===== config.mk =====
export PLATFORM = sky130hd
export DESIGN_NAME = mem_arbiter
export DESIGN_NICKNAME = d
export VERILOG_FILES = /design/src/rtl/mem_arbiter.sv
export SDC_FILE = /design/constraint.sdc
export NUM_CORES = 1
export LEC_CHECK = 0
export BUFFER_PORTS_ARGS = -buffer_cell sky130_fd_sc_hd__buf_4
export CAP_MARGIN = 20
export CELL_PAD_IN_SITES_DETAIL_PLACEMENT = 1
export CELL_PAD_IN_SITES_GLOBAL_PLACEMENT = 1
export CORE_AREA = 3 3 161 85
export CTS_CLUSTER_SIZE = 24
export DETAILED_ROUTE_END_ITERATION = 10
export DIE_AREA = 0 0 164 88
export PLACE_DENSITY_LB_ADDON = 0.1
export SLEW_MARGIN = 5
export SYNTH_ARGS = -nofsm -noshare
export SYNTH_HDL_FRONTEND = slang
export SYNTH_SLANG_ARGS = --single-unit
export TNS_END_PERCENT = 5

===== constraint.sdc =====
create_clock -name clk -period 2.7 [get_ports clk]
set_input_delay 0.27 -clock clk [delete_from_list [all_inputs] [get_ports clk]]
set_output_delay 0.27 -clock clk [all_outputs]
set_load 0.01 [all_outputs]

===== src/rtl/mem_arbiter.sv =====
// Two-master round-robin arbiter in front of one PicoRV32-native memory port.
// The grant is registered, and a per-transfer watchdog ends a transfer that the slave never acknowledges.
module mem_arbiter #(
    parameter int          TIMEOUT  = 16,
    parameter logic [31:0] ERR_DATA = 32'hDEADBEEF
) (
    input  logic        clk,
    input  logic        reset,
    input  logic        m0_valid,
    input  logic        m0_instr,
    input  logic [31:0] m0_addr,
    input  logic [31:0] m0_wdata,
    input  logic [3:0]  m0_wstrb,
    output logic        m0_ready,
    output logic [31:0] m0_rdata,
    input  logic        m1_valid,
    input  logic        m1_instr,
    input  logic [31:0] m1_addr,
    input  logic [31:0] m1_wdata,
    input  logic [3:0]  m1_wstrb,
    output logic        m1_ready,
    output logic [31:0] m1_rdata,
    output logic        s_valid,
    output logic        s_instr,
    output logic [31:0] s_addr,
    output logic [31:0] s_wdata,
    output logic [3:0]  s_wstrb,
    input  logic        s_ready,
    input  logic [31:0] s_rdata,
    output logic [1:0]  grant,
    output logic        timeout_pulse,
    output logic [7:0]  err_count
);

    typedef enum logic [1:0] {IDLE, GNT0, GNT1} state_t;

    localparam logic [7:0] WCNT_LAST = 8'(TIMEOUT - 1);

    state_t      state_reg, state_next;
    logic        last_reg, last_next;
    logic [7:0]  wcnt_reg, wcnt_next;
    logic [7:0]  err_count_reg, err_count_next;

    logic        granted;
    logic        owner;
    logic        pick;
    logic        timeout_hit;
    logic        done;
    logic [31:0] done_rdata;
    logic [1:0]  m_ready;
    logic [31:0] m_rdata [2];

    always_ff @(posedge clk) begin
        if (reset) begin
            state_reg     <= IDLE;
            last_reg      <= 1'b1;
            wcnt_reg      <= 8'h00;
            err_count_reg <= 8'h00;
        end else begin
            state_reg     <= state_next;
            last_reg      <= last_next;
            wcnt_reg      <= wcnt_next;
            err_count_reg <= err_count_next;
        end
    end

    always_comb begin
        state_next     = state_reg;
        last_next      = last_reg;
        wcnt_next      = wcnt_reg;
        err_count_next = err_count_reg;
        granted        = 1'b0;
        owner          = 1'b0;
        pick           = 1'b0;
        timeout_hit    = 1'b0;
        done           = 1'b0;
        done_rdata     = 32'h0;

        case (state_reg)
            IDLE: begin
                if (m0_valid || m1_valid) begin
                    // On a tie the master that did not own the port last time wins.
                    pick       = (m0_valid && m1_valid) ? ~last_reg : m1_valid;
                    state_next = pick ? GNT1 : GNT0;
                    last_next  = pick;
                    wcnt_next  = 8'h00;
                end
            end
            GNT0, GNT1: begin
                granted     = 1'b1;
                owner       = (state_reg == GNT1);
                timeout_hit = !s_ready && (wcnt_reg == WCNT_LAST);
                if (s_ready) begin
                    done       = 1'b1;
                    done_rdata = s_rdata;
                    state_next = IDLE;
                end else if (timeout_hit) begin
                    done       = 1'b1;
                    done_rdata = ERR_DATA;
                    state_next = IDLE;
                    if (err_count_reg != 8'hFF) begin
                        err_count_next = err_count_reg + 8'h01;
                    end
                end else begin
                    wcnt_next = wcnt_reg + 8'h01;
                end
            end
            default: state_next = IDLE;
        endcase
    end

    // Request is withdrawn on the timeout cycle so the slave never sees a late completion.
    assign s_valid = granted && !timeout_hit;
    assign s_instr = granted ? (owner ? m1_instr : m0_instr) : 1'b0;
    assign s_addr  = granted ? (owner ? m1_addr  : m0_addr)  : 32'h0;
    assign s_wdata = granted ? (owner ? m1_wdata : m0_wdata) : 32'h0;
    assign s_wstrb = granted ? (owner ? m1_wstrb : m0_wstrb) : 4'h0;

    genvar gi;
    generate
        for (gi = 0; gi < 2; gi++) begin : g_resp
            assign m_ready[gi] = done && (owner == 1'(gi));
            assign m_rdata[gi] = m_ready[gi] ? done_rdata : 32'h0;
            assign grant[gi]   = granted && (owner == 1'(gi));
        end
    endgenerate

    assign m0_ready      = m_ready[0];
    assign m1_ready      = m_ready[1];
    assign m0_rdata      = m_rdata[0];
    assign m1_rdata      = m_rdata[1];
    assign timeout_pulse = timeout_hit;
    assign err_count     = err_count_reg;

endmodule


==> flow_summary.yaml <==
placement:
  globalplace.congestion: 0.784
  port_buffers: 321
  place_hpwl_mm: 13.2
  placed_cells: 860
die:
  io_pins: 322
  die-area_mm2: 0.0144
  start_util_pct: 22.5
  die_height_um: 88
  core_mm2: 0.0124
  die_w_um: 164
  rows: 29
clocking:
  clkLatencyLatePin_ns: 0.25
  htree_levels: 1
  clkTransAtPathRegs_ns: 0.06
  cts_setup_buffers: 0
  cts_buffers: 3
  cts_resized: 0
  holdBufCountCts: 0
  clkSinkCount: 19
  cts.path.max_buffers: 2
  cts_tree: "built"
  cts_root_buffer: "clkbuf_16"
worst_setup_path:
  worst-path-buf-inv: 4
  rr_startpoint: "state_reg[1]$_SDFFE_PP0P_"
  startpoint_type: "flip-flop"
  crit_chain: "inv_1 > ha_2 > buf_4 > buf_4 > nor2b_1 > buf_4"
  slowest_delay_ns: 0.40
  cpMostUsedCell: "buf_4"
  crit_required_ns: 2.43
  endpoint_kind: "output pin"
  r2r_end: "wcnt_reg[3]$_SDFFE_PP0P_"
  crit_slowest_cell: "dfxtp_1"
  worstSetupPathDepth: 6
  crit_type: "flip-flop to output pin"
  path_delay_family: "buffers and inverters"
  r2r_cells: 7
  r2r_setup_slack_ns: 0.45
  setup.worst_path.end: "s_wdata[8]"
  crit_fanout: 42
  worst_ep_arrival_time_ns: 2.20
  cp-startpoint: "state_reg[1]$_SDFFE_PP0P_"
routing:
  first_pass_iters: 4
  route.vias.total: 3872
  wl_per_cell_um: 17.9
  initialDrtViolationCount: 167
  drcViolationCount: 0
  ant_nets: 0
  post_drt_via_cell_ratio: 4.48
  drt_wl_total_mm: 15.5
cells_and_area:
  diodes: 0
  finalNetCount: 876
  drive_above_1_share_pct: 49.0
  nFillCells: 1589
  area_growth_pct: 95.3
  layoutNonFillerInstCount: 864
global_routing:
  grt_pass1_wl_mm: 22.0
  grt_max_degree: 43
  antenna_found_initial: 0
  grt_overflow_total: 0
  first_global_vias: 3832
  track_usage_pct: 19.4
sta:
  fin_skew_ns: 0.00449
  slew_viol_final: 0
  fin_crit_sh_pct: 91.3
  final_hold_viol_count: 0
  fin_crit_ns: 2.47
  slew_headroom_pct: 50.2
  tns_ns: 0
  finalSetupViolCount: 0
  tightestPinTransition_ns: 0.746
  fmax_ghz: 0.406
  rsz0062_at_grt: "no"
synth:
  synth_cells: 391
  synth_warnings: 0
  syn_avg_cell_area_um2: 7.18
  synth-seq-cells: 19
  synth_ff_type: "dfxtp_1"
  synth_edf_count: 0
  seq_area_frac_synth_pct: 13.6
  syn_nets: 572
  netlist_area_mm2: 0.00281
  ys_types: 39
  synthArstFlopShare_pct: 0
power:
  irDropWorstVdd_uv: 178
  p_leak_uw: 0.00266
  p_per_area_mw_per_mm2: 313
outcome:
  status: "complete, no violations"
worst_hold_path:
  hp-class: "primary input to flip-flop"
flow_run:
  max_cap_violations: 0
[logic make-up after synthesis]
family | synth area share (%)
AOI/OAI and AO/OA | 10.8
adders and majority gates | 2.67
buffers and inverters | 5.71
DFF | 13.6
muxes | 25.0
and+or+nand+nor | 42.2
[cell usage in the layout (no fill, tap or decap), types with 2 or more instances in the layout]
cell type	n
buf_4	324
nor2b_1	98
mux2i_1	69
nor2_1	55
dfxtp_1	19
and2_1	17
a21oi_1	13
inv_1	12
nand2_1	11
o21ai_0	8
nand3_1	7
or4_1	6
a211o_1	4
ha_1	4
and3_1	3
nand2b_1	3
nor4_1	3
a31oi_1	3
o31ai_1	3
clkbuf_16	3
o31a_1	2
or2_2	2
o21a_1	2
o41ai_1	2
or3_1	2
buf_12	2
[final cells by class]
class	count	area, µm²	area share (%)
flip-flops and latches	19	380	6.94
clock inverters	1	5.00	0.0913
repair buffers	326	2470	45.1
multi-input cells	333	2290	41.8
clock buffers	3	75.1	1.37
inverters	12	45.0	0.822
well taps	170	213	3.88
[synth_stat cells, types with 2 or more instances]
| master | n | area [µm²] |
|---|---|---|
| o211ai_2 | 2 | 25.0 |
| o21ai_0 | 8 | 40.0 |
| nand2b_1 | 3 | 18.8 |
| a211o_1 | 4 | 35.0 |
| nand3_1 | 7 | 35.0 |
| buf_1 | 2 | 7.51 |
| a31oi_1 | 3 | 18.8 |
| clkbuf_1 | 14 | 52.6 |
| or4_1 | 6 | 45.0 |
| and3_1 | 3 | 18.8 |
| dfxtp_1 | 19 | 380 |
| and2_1 | 17 | 106 |
| o31a_1 | 2 | 17.5 |
| o31ai_1 | 3 | 22.5 |
| inv_1 | 12 | 45.0 |
| or3_1 | 2 | 12.5 |
| ha_1 | 6 | 75.1 |
| nor2_1 | 55 | 206 |
| nand2_1 | 11 | 41.3 |
| a21oi_1 | 13 | 65.1 |
| o41ai_1 | 2 | 17.5 |
| nor2b_1 | 98 | 613 |
| o21a_1 | 2 | 15.0 |
| or2_2 | 2 | 12.5 |
| buf_2 | 11 | 55.1 |
| mux2i_1 | 69 | 691 |
| nor4_1 | 3 | 18.8 |
[routing by layer]
metal	GRT usage [%]	up-vias	share of wire (%)
met5	0	-	0
met4	2.76	0	0.98
met3	6.14	12	6.8
met2	36.1	100	53
met1	22.6	1829	39
li1	-	1931	-
[through the flow]
| stage | total power, µW | cell area (µm²) | util (%) | hold slack, ns | setup WS (ns) |
|---|---|---|---|---|---|
| floorplan | 814 | 2810 | - | 0.460 | 0.858 |
| global placement | 1410 | 5390 | 43.3 | 0.486 | 0.466 |
| detailed placement | 1420 | 5390 | 43.3 | 0.495 | 0.366 |
| CTS | 1740 | 5470 | 44.0 | 0.356 | 0.0809 |
| global route | 1840 | 5480 | 44.0 | 0.364 | 0.0279 |
| finish | 1720 | 5480 | 44.0 | 0.356 | 0.235 |
[report_power, final]
part | switching, µW | total [µW] | internal, µW
Clock | 116 | 315 | 199
Sequential | 6.83 | 294 | 287
Combinational | 509 | 1110 | 599
Total | 632 | 1720 | 1090
[how the worst min path moves through the flow]
stage                                   start                        end  slack, ns  cells after the start
floorplan            wcnt_reg[3]$_SDFFE_PP0P_   wcnt_reg[3]$_SDFFE_PP0P_       0.46                      1
global placement    state_reg[0]$_SDFFE_PP0P_  state_reg[0]$_SDFFE_PP0P_       0.49                      2
detailed placement  state_reg[0]$_SDFFE_PP0P_  state_reg[0]$_SDFFE_PP0P_       0.49                      2
CTS                                     reset  err_count[7]$_SDFFE_PP0P_       0.36                      2
global route                            reset  err_count[7]$_SDFFE_PP0P_       0.36                      2
finish                                  reset  err_count[4]$_SDFFE_PP0P_       0.36                      2
Note: power is estimated with default switching activity, not from simulation.
